==> src/rtl/aes_io_sequencer.sv <==
// Valid/ready sequencer for a two-share masked AES core: holds the active block stable,
// queues one look-ahead block, captures the ciphertext shares and watches for a hung core.
module aes_io_sequencer #(
    parameter int W             = 128,
    parameter int CAPTURE_DELAY = 0,
    parameter int TIMEOUT       = 100
) (
    input  logic         clk,
    input  logic         rst,
    input  logic         in_valid,
    output logic         in_ready,
    input  logic [W-1:0] in_pt0,
    input  logic [W-1:0] in_pt1,
    input  logic [W-1:0] in_key0,
    input  logic [W-1:0] in_key1,
    output logic         core_rst,
    output logic [W-1:0] core_pt0,
    output logic [W-1:0] core_pt1,
    output logic [W-1:0] core_key0,
    output logic [W-1:0] core_key1,
    input  logic         core_done,
    input  logic [W-1:0] core_ct0,
    input  logic [W-1:0] core_ct1,
    output logic         out_valid,
    input  logic         out_ready,
    output logic [W-1:0] out_ct0,
    output logic [W-1:0] out_ct1,
    output logic         busy,
    output logic         err
);
    localparam int CW = $clog2(TIMEOUT + 1);
    localparam int DW = (CAPTURE_DELAY > 0) ? $clog2(CAPTURE_DELAY + 1) : 1;

    typedef enum logic [2:0] {
        S_IDLE,
        S_RUN,
        S_CAP,
        S_OUT,
        S_ERR
    } state_t;

    state_t        r_state;
    state_t        w_state_next;
    logic [W-1:0]  r_act [4];
    logic [W-1:0]  r_nxt [4];
    logic [W-1:0]  w_in_blk [4];
    logic          r_nxt_full;
    logic [W-1:0]  r_ct0;
    logic [W-1:0]  r_ct1;
    logic [CW-1:0] r_cnt;
    logic [CW-1:0] w_cnt_plus;
    logic [DW-1:0] r_dly;

    logic w_in_ready;
    logic w_core_rst;
    logic w_busy;
    logic w_out_valid;
    logic w_err;
    logic w_ld_act;
    logic w_promote;
    logic w_clr_act;
    logic w_ld_nxt;
    logic w_capture;
    logic w_clr_out;
    logic w_cnt_clr;
    logic w_cnt_inc;
    logic w_dly_load;
    logic w_dly_dec;

    // Block word order: pt0, pt1, key0, key1.
    assign w_in_blk[0] = in_pt0;
    assign w_in_blk[1] = in_pt1;
    assign w_in_blk[2] = in_key0;
    assign w_in_blk[3] = in_key1;
    assign w_cnt_plus  = r_cnt + CW'(1);

    always_ff @(posedge clk) begin
        if (!rst) begin
            r_state <= S_IDLE;
        end else begin
            r_state <= w_state_next;
        end
    end

    always_comb begin
        w_state_next = r_state;
        w_in_ready   = 1'b0;
        w_core_rst   = 1'b1;
        w_busy       = 1'b0;
        w_out_valid  = 1'b0;
        w_err        = 1'b0;
        w_ld_act     = 1'b0;
        w_promote    = 1'b0;
        w_clr_act    = 1'b0;
        w_ld_nxt     = 1'b0;
        w_capture    = 1'b0;
        w_clr_out    = 1'b0;
        w_cnt_clr    = 1'b0;
        w_cnt_inc    = 1'b0;
        w_dly_load   = 1'b0;
        w_dly_dec    = 1'b0;
        case (r_state)
            S_IDLE: begin
                w_in_ready = 1'b1;
                if (in_valid) begin
                    w_ld_act     = 1'b1;
                    w_cnt_clr    = 1'b1;
                    w_state_next = S_RUN;
                end
            end
            S_RUN: begin
                w_in_ready = ~r_nxt_full;
                w_core_rst = 1'b0;
                w_busy     = 1'b1;
                w_ld_nxt   = in_valid & ~r_nxt_full;
                w_cnt_inc  = 1'b1;
                // core_done wins over a timeout landing on the same cycle.
                if (core_done) begin
                    if (CAPTURE_DELAY == 0) begin
                        w_capture    = 1'b1;
                        w_clr_act    = 1'b1;
                        w_state_next = S_OUT;
                    end else begin
                        w_dly_load   = 1'b1;
                        w_state_next = S_CAP;
                    end
                end else if (w_cnt_plus == CW'(TIMEOUT)) begin
                    w_state_next = S_ERR;
                end
            end
            S_CAP: begin
                w_in_ready = ~r_nxt_full;
                w_core_rst = 1'b0;
                w_busy     = 1'b1;
                w_ld_nxt   = in_valid & ~r_nxt_full;
                if (r_dly == DW'(1)) begin
                    w_capture    = 1'b1;
                    w_clr_act    = 1'b1;
                    w_state_next = S_OUT;
                end else begin
                    w_dly_dec = 1'b1;
                end
            end
            S_OUT: begin
                w_in_ready  = ~r_nxt_full;
                w_out_valid = 1'b1;
                if (out_ready) begin
                    w_clr_out = 1'b1;
                    if (r_nxt_full) begin
                        w_promote    = 1'b1;
                        w_cnt_clr    = 1'b1;
                        w_state_next = S_RUN;
                    end else if (in_valid) begin
                        // A block arriving with the result handshake skips the queue.
                        w_ld_act     = 1'b1;
                        w_cnt_clr    = 1'b1;
                        w_state_next = S_RUN;
                    end else begin
                        w_state_next = S_IDLE;
                    end
                end else begin
                    w_ld_nxt = in_valid & ~r_nxt_full;
                end
            end
            S_ERR: begin
                w_err = 1'b1;
            end
            default: begin
                w_state_next = S_IDLE;
            end
        endcase
    end

    always_ff @(posedge clk) begin
        if (!rst) begin
            for (int i = 0; i < 4; i++) begin
                r_act[i] <= '0;
                r_nxt[i] <= '0;
            end
            r_nxt_full <= 1'b0;
            r_ct0      <= '0;
            r_ct1      <= '0;
            r_cnt      <= '0;
            r_dly      <= '0;
        end else begin
            for (int i = 0; i < 4; i++) begin
                if (w_ld_act) begin
                    r_act[i] <= w_in_blk[i];
                end else if (w_promote) begin
                    r_act[i] <= r_nxt[i];
                end else if (w_clr_act) begin
                    r_act[i] <= '0;
                end
                if (w_ld_nxt) begin
                    r_nxt[i] <= w_in_blk[i];
                end else if (w_promote) begin
                    r_nxt[i] <= '0;
                end
            end
            if (w_ld_nxt) begin
                r_nxt_full <= 1'b1;
            end else if (w_promote) begin
                r_nxt_full <= 1'b0;
            end
            if (w_capture) begin
                r_ct0 <= core_ct0;
                r_ct1 <= core_ct1;
            end else if (w_clr_out) begin
                r_ct0 <= '0;
                r_ct1 <= '0;
            end
            if (w_cnt_clr) begin
                r_cnt <= '0;
            end else if (w_cnt_inc) begin
                r_cnt <= w_cnt_plus;
            end
            if (w_dly_load) begin
                r_dly <= DW'(CAPTURE_DELAY);
            end else if (w_dly_dec) begin
                r_dly <= r_dly - DW'(1);
            end
        end
    end

    assign in_ready  = w_in_ready & rst;
    assign core_rst  = w_core_rst;
    assign busy      = w_busy;
    assign out_valid = w_out_valid;
    assign err       = w_err;
    assign core_pt0  = r_act[0];
    assign core_pt1  = r_act[1];
    assign core_key0 = r_act[2];
    assign core_key1 = r_act[3];
    assign out_ct0   = r_ct0;
    assign out_ct1   = r_ct1;

endmodule

==> config.mk <==
export PLATFORM = sky130hd
export DESIGN_NAME = aes_io_sequencer
export DESIGN_NICKNAME = d
export VERILOG_FILES = /design/src/rtl/aes_io_sequencer.sv
export SDC_FILE = /design/constraint.sdc
export NUM_CORES = 2
export LEC_CHECK = 0
export ABC_AREA = 1
export BUFFER_PORTS_ARGS = -buffer_cell sky130_fd_sc_hd__buf_2
export CAP_MARGIN = 25
export CORE_AREA = 4 4 598 600
export CTS_CLUSTER_DIAMETER = 80
export CTS_CLUSTER_SIZE = 14
export DETAILED_ROUTE_END_ITERATION = 12
export DIE_AREA = 0 0 602 604
export SYNTH_ARGS = -nofsm -noshare
export SYNTH_HDL_FRONTEND = slang
export SYNTH_SLANG_ARGS = --single-unit
export TNS_END_PERCENT = 5
==> constraint.sdc <==
create_clock -name clk -period 17.7 [get_ports clk]
set_clock_uncertainty 0.2 [all_clocks]
set_input_delay 3.54 -clock clk [delete_from_list [all_inputs] [get_ports clk]]
set_output_delay 3.54 -clock clk [all_outputs]
set_load 0.03 [all_outputs]
==> out/results.txt <==
Vias = 41270
Placed Instances = 10930
Pre-antenna DRT Iters = 6
Max H-tree Level = 3
Maxcap violations = 0
Die area = 363600 um^2
1st-iter DRT viols = 3839
CTS Sinks = 1292
First-pass GRT wire length = 363500 um
Reg area = 36110 um^2
Final Core Density = 19.89%
Post-synth EDFFs = 1024
Post_cts resized = 0
Crit path kind = input pin to output port
Synthesized Nets = 5676
Design Power = 9.995 mW
Top cells by area, synth = edfxtp_1 (57%), dfxtp_1 (10%), inv_1 (6.4%)
Crit-path most repeated cell = buf_2
Post-synthesis sequential area ratio = 67.35%
Synthesized area = 53630 um^2
Slew headroom = 1.480%
Synthesized area per cell = 10.94 um^2
Peak VDD IR = 0.09683 mV
DRT antenna net count = 0
Top-area cell type share of the netlist area = 57.34%
Final WS setup = 8.844 ns
Cell Chain, Critical Path = buf_2 > inv_8 > a211oi_1 > buf_2 > buf_2
Place WS = 7.924 ns
Slowest stage delay, CP = 0.45 ns
Vias per cell = 3.670
Clk_lat worst skew = 0.89 ns
Site Rows = 218
Top Ports = 1546
Finished Layout Cells = 11240
Buffers on Ports = 1545
Post-synth top flop = edfxtp_1
Synthesized flop and latch total = 1292
Initial Util = 15.23%
Remaining global-route overflow = 0
Synth warn = 0
Power per Cell Area = 142.7 nW/um^2
Total wire length = 283100 um
GP Congestion = 1.168
Die width = 602 um
Antenna violations before repair = 255
CP endpoint kind = output port
RSZ-0062 raised after global routing = no
Setup violators final = 0
Vias in the first global route = 38930
Fill cells = 38830
HP Class = register to register
Post-DP HPWL = 227700 um
Placed Area = 65910 um^2
Fin crit share = 50.03%
Cells after Synth = 4902
CTS max path bufs = 4
CTS tree = done
Routed wire length per instance = 25.18 um
Area of the multi-input gates = 12260 um^2
Final instance area = 70040 um^2
Pleak = 31.70 nW
Hold-fix buffer count after cts = 0
Final slew viol count = 0
Postcts setup bufs = 0
Area leader, netlist = edfxtp_1
Synth-to-Final Area Change = 30.61%
Clk slew on worst S/H paths = 0.06 ns
Max stage delay cell, worst path = buf_2
CP Data Arrival Time = 5.12 ns
CTS Buf Count = 124
Share of cells above drive strength 1 = 34.14%
Peak Freq = 0.1129 GHz
Final min period = 8.856 ns
Final-report hold violation count = 0
Status = completed
Hold WS = 0.2566 ns
Residual DRC = 0
FFs w/ async S/R, synth = 0%
Slew @ Worst Pin = 1.478 ns
Root Driver = clkbuf_16
# nets final = 7100
CP startpoint kind = input pin
DIE HEIGHT = 604 um
Worst-path fanout max = 67
Netlist cell types = 28
Fin Setup TNS = 0 ns
Largest net degree at the start of global routing = 228
Core ar. = 352100 um^2
Worst Path Required = 13.96 ns
GRT Overall Usage = 14.76%
[cell usage in the layout (no fill, tap or decap), types with 10 or more instances in the layout]
| cell type | n |
|---|---|
| buf_4 | 43 |
| nand2_1 | 671 |
| buf_2 | 1546 |
| nor2_2 | 271 |
| nor2_4 | 132 |
| edfxtp_1 | 1024 |
| a21oi_1 | 269 |
| dfxtp_1 | 268 |
| clkbuf_16 | 125 |
| diode_2 | 124 |
| nand3_1 | 10 |
| o21ai_0 | 600 |
| clkbuf_1 | 26 |
| o21ai_1 | 300 |
| inv_1 | 911 |
| nor2_1 | 126 |
[worst max-delay path: cells and delay by family]
kind                   cells  cell delay, ns
buffers and inverters      4            1.19
AO/OA/AOI/OAI              1            0.34
[path summary, 6_finish.rpt]
path | startpoint | endpoint | slack, ns | cells after the start
setup / recovery | rst | in_ready | 8.84 | 5
hold / removal | out_ct1[98] | out_ct1[98] | 0.26 | 2
setup reg to reg | r_state[1] | r_nxt[0][79] | 11.36 | 12
hold reg to reg | out_ct1[98] | out_ct1[98] | 0.26 | 2
[metal layers]
| layer | wire length (um) | up-vias | track usage (%) |
|---|---|---|---|
| li1 | - | 18940 | - |
| met1 | 97030 | 19580 | 15.37 |
| met2 | 130000 | 1957 | 23.49 |
| met3 | 39490 | 633 | 8.668 |
| met4 | 15570 | 150 | 7.480 |
| met5 | 1002 | - | 0.2775 |
[sequential cells by signal, indices dropped and copies added, names as in the netlist]
name / cells
r_cnt: 7
r_nxt: 512
out_ct0: 128
r_dly: 1
out_ct1: 128
r_nxt_full: 1
r_state: 3
r_act: 512
[cell type report]
| class | instances | share of cell area (%) |
|---|---|---|
| Clock inverter | 37 | 0.7860 |
| Multi-Input combinational cell | 2396 | 17.50 |
| Timing Repair Buffer | 1596 | 11.70 |
| Clock buffer | 152 | 4.625 |
| Antenna cell | 124 | 0.4430 |
| Tap cell | 4730 | 8.449 |
| Inverter | 916 | 4.934 |
| Sequential cell | 1292 | 51.56 |
[power by group]
group	leakage, nW	internal (mW)	switching (mW)
Combinational	16.8	0.601	2.38
Clock	1.82	1.38	1.29
Sequential	13.1	4.10	0.248
Total	31.7	6.08	3.92
[kinds of logic after synthesis]
group | after synthesis | synth area share, %
DFF | 1292 | 67.35
and+or+nand+nor | 1222 | 11.74
buffers and inverters | 1214 | 9.919
AOI/OAI and AO/OA | 1173 | 10.97
adders and majority gates | 1 | 0.02333
[cell usage after synthesis (2+ instances only)]
library cell and instances:
nand2_1 672, dfxtp_1 268, o21ai_1 300, buf_4 13
inv_2 4, a21oi_1 269, nand2_2 2, o21ai_2 2
buf_6 52, inv_1 911, buf_2 78, o21ai_0 600
buf_12 13, nor2_1 127, nor2_2 271, nor2_4 131
edfxtp_1 1024, or2_2 5, nand3_1 12, clkbuf_1 140
Power figures use the tool's default switching activity.
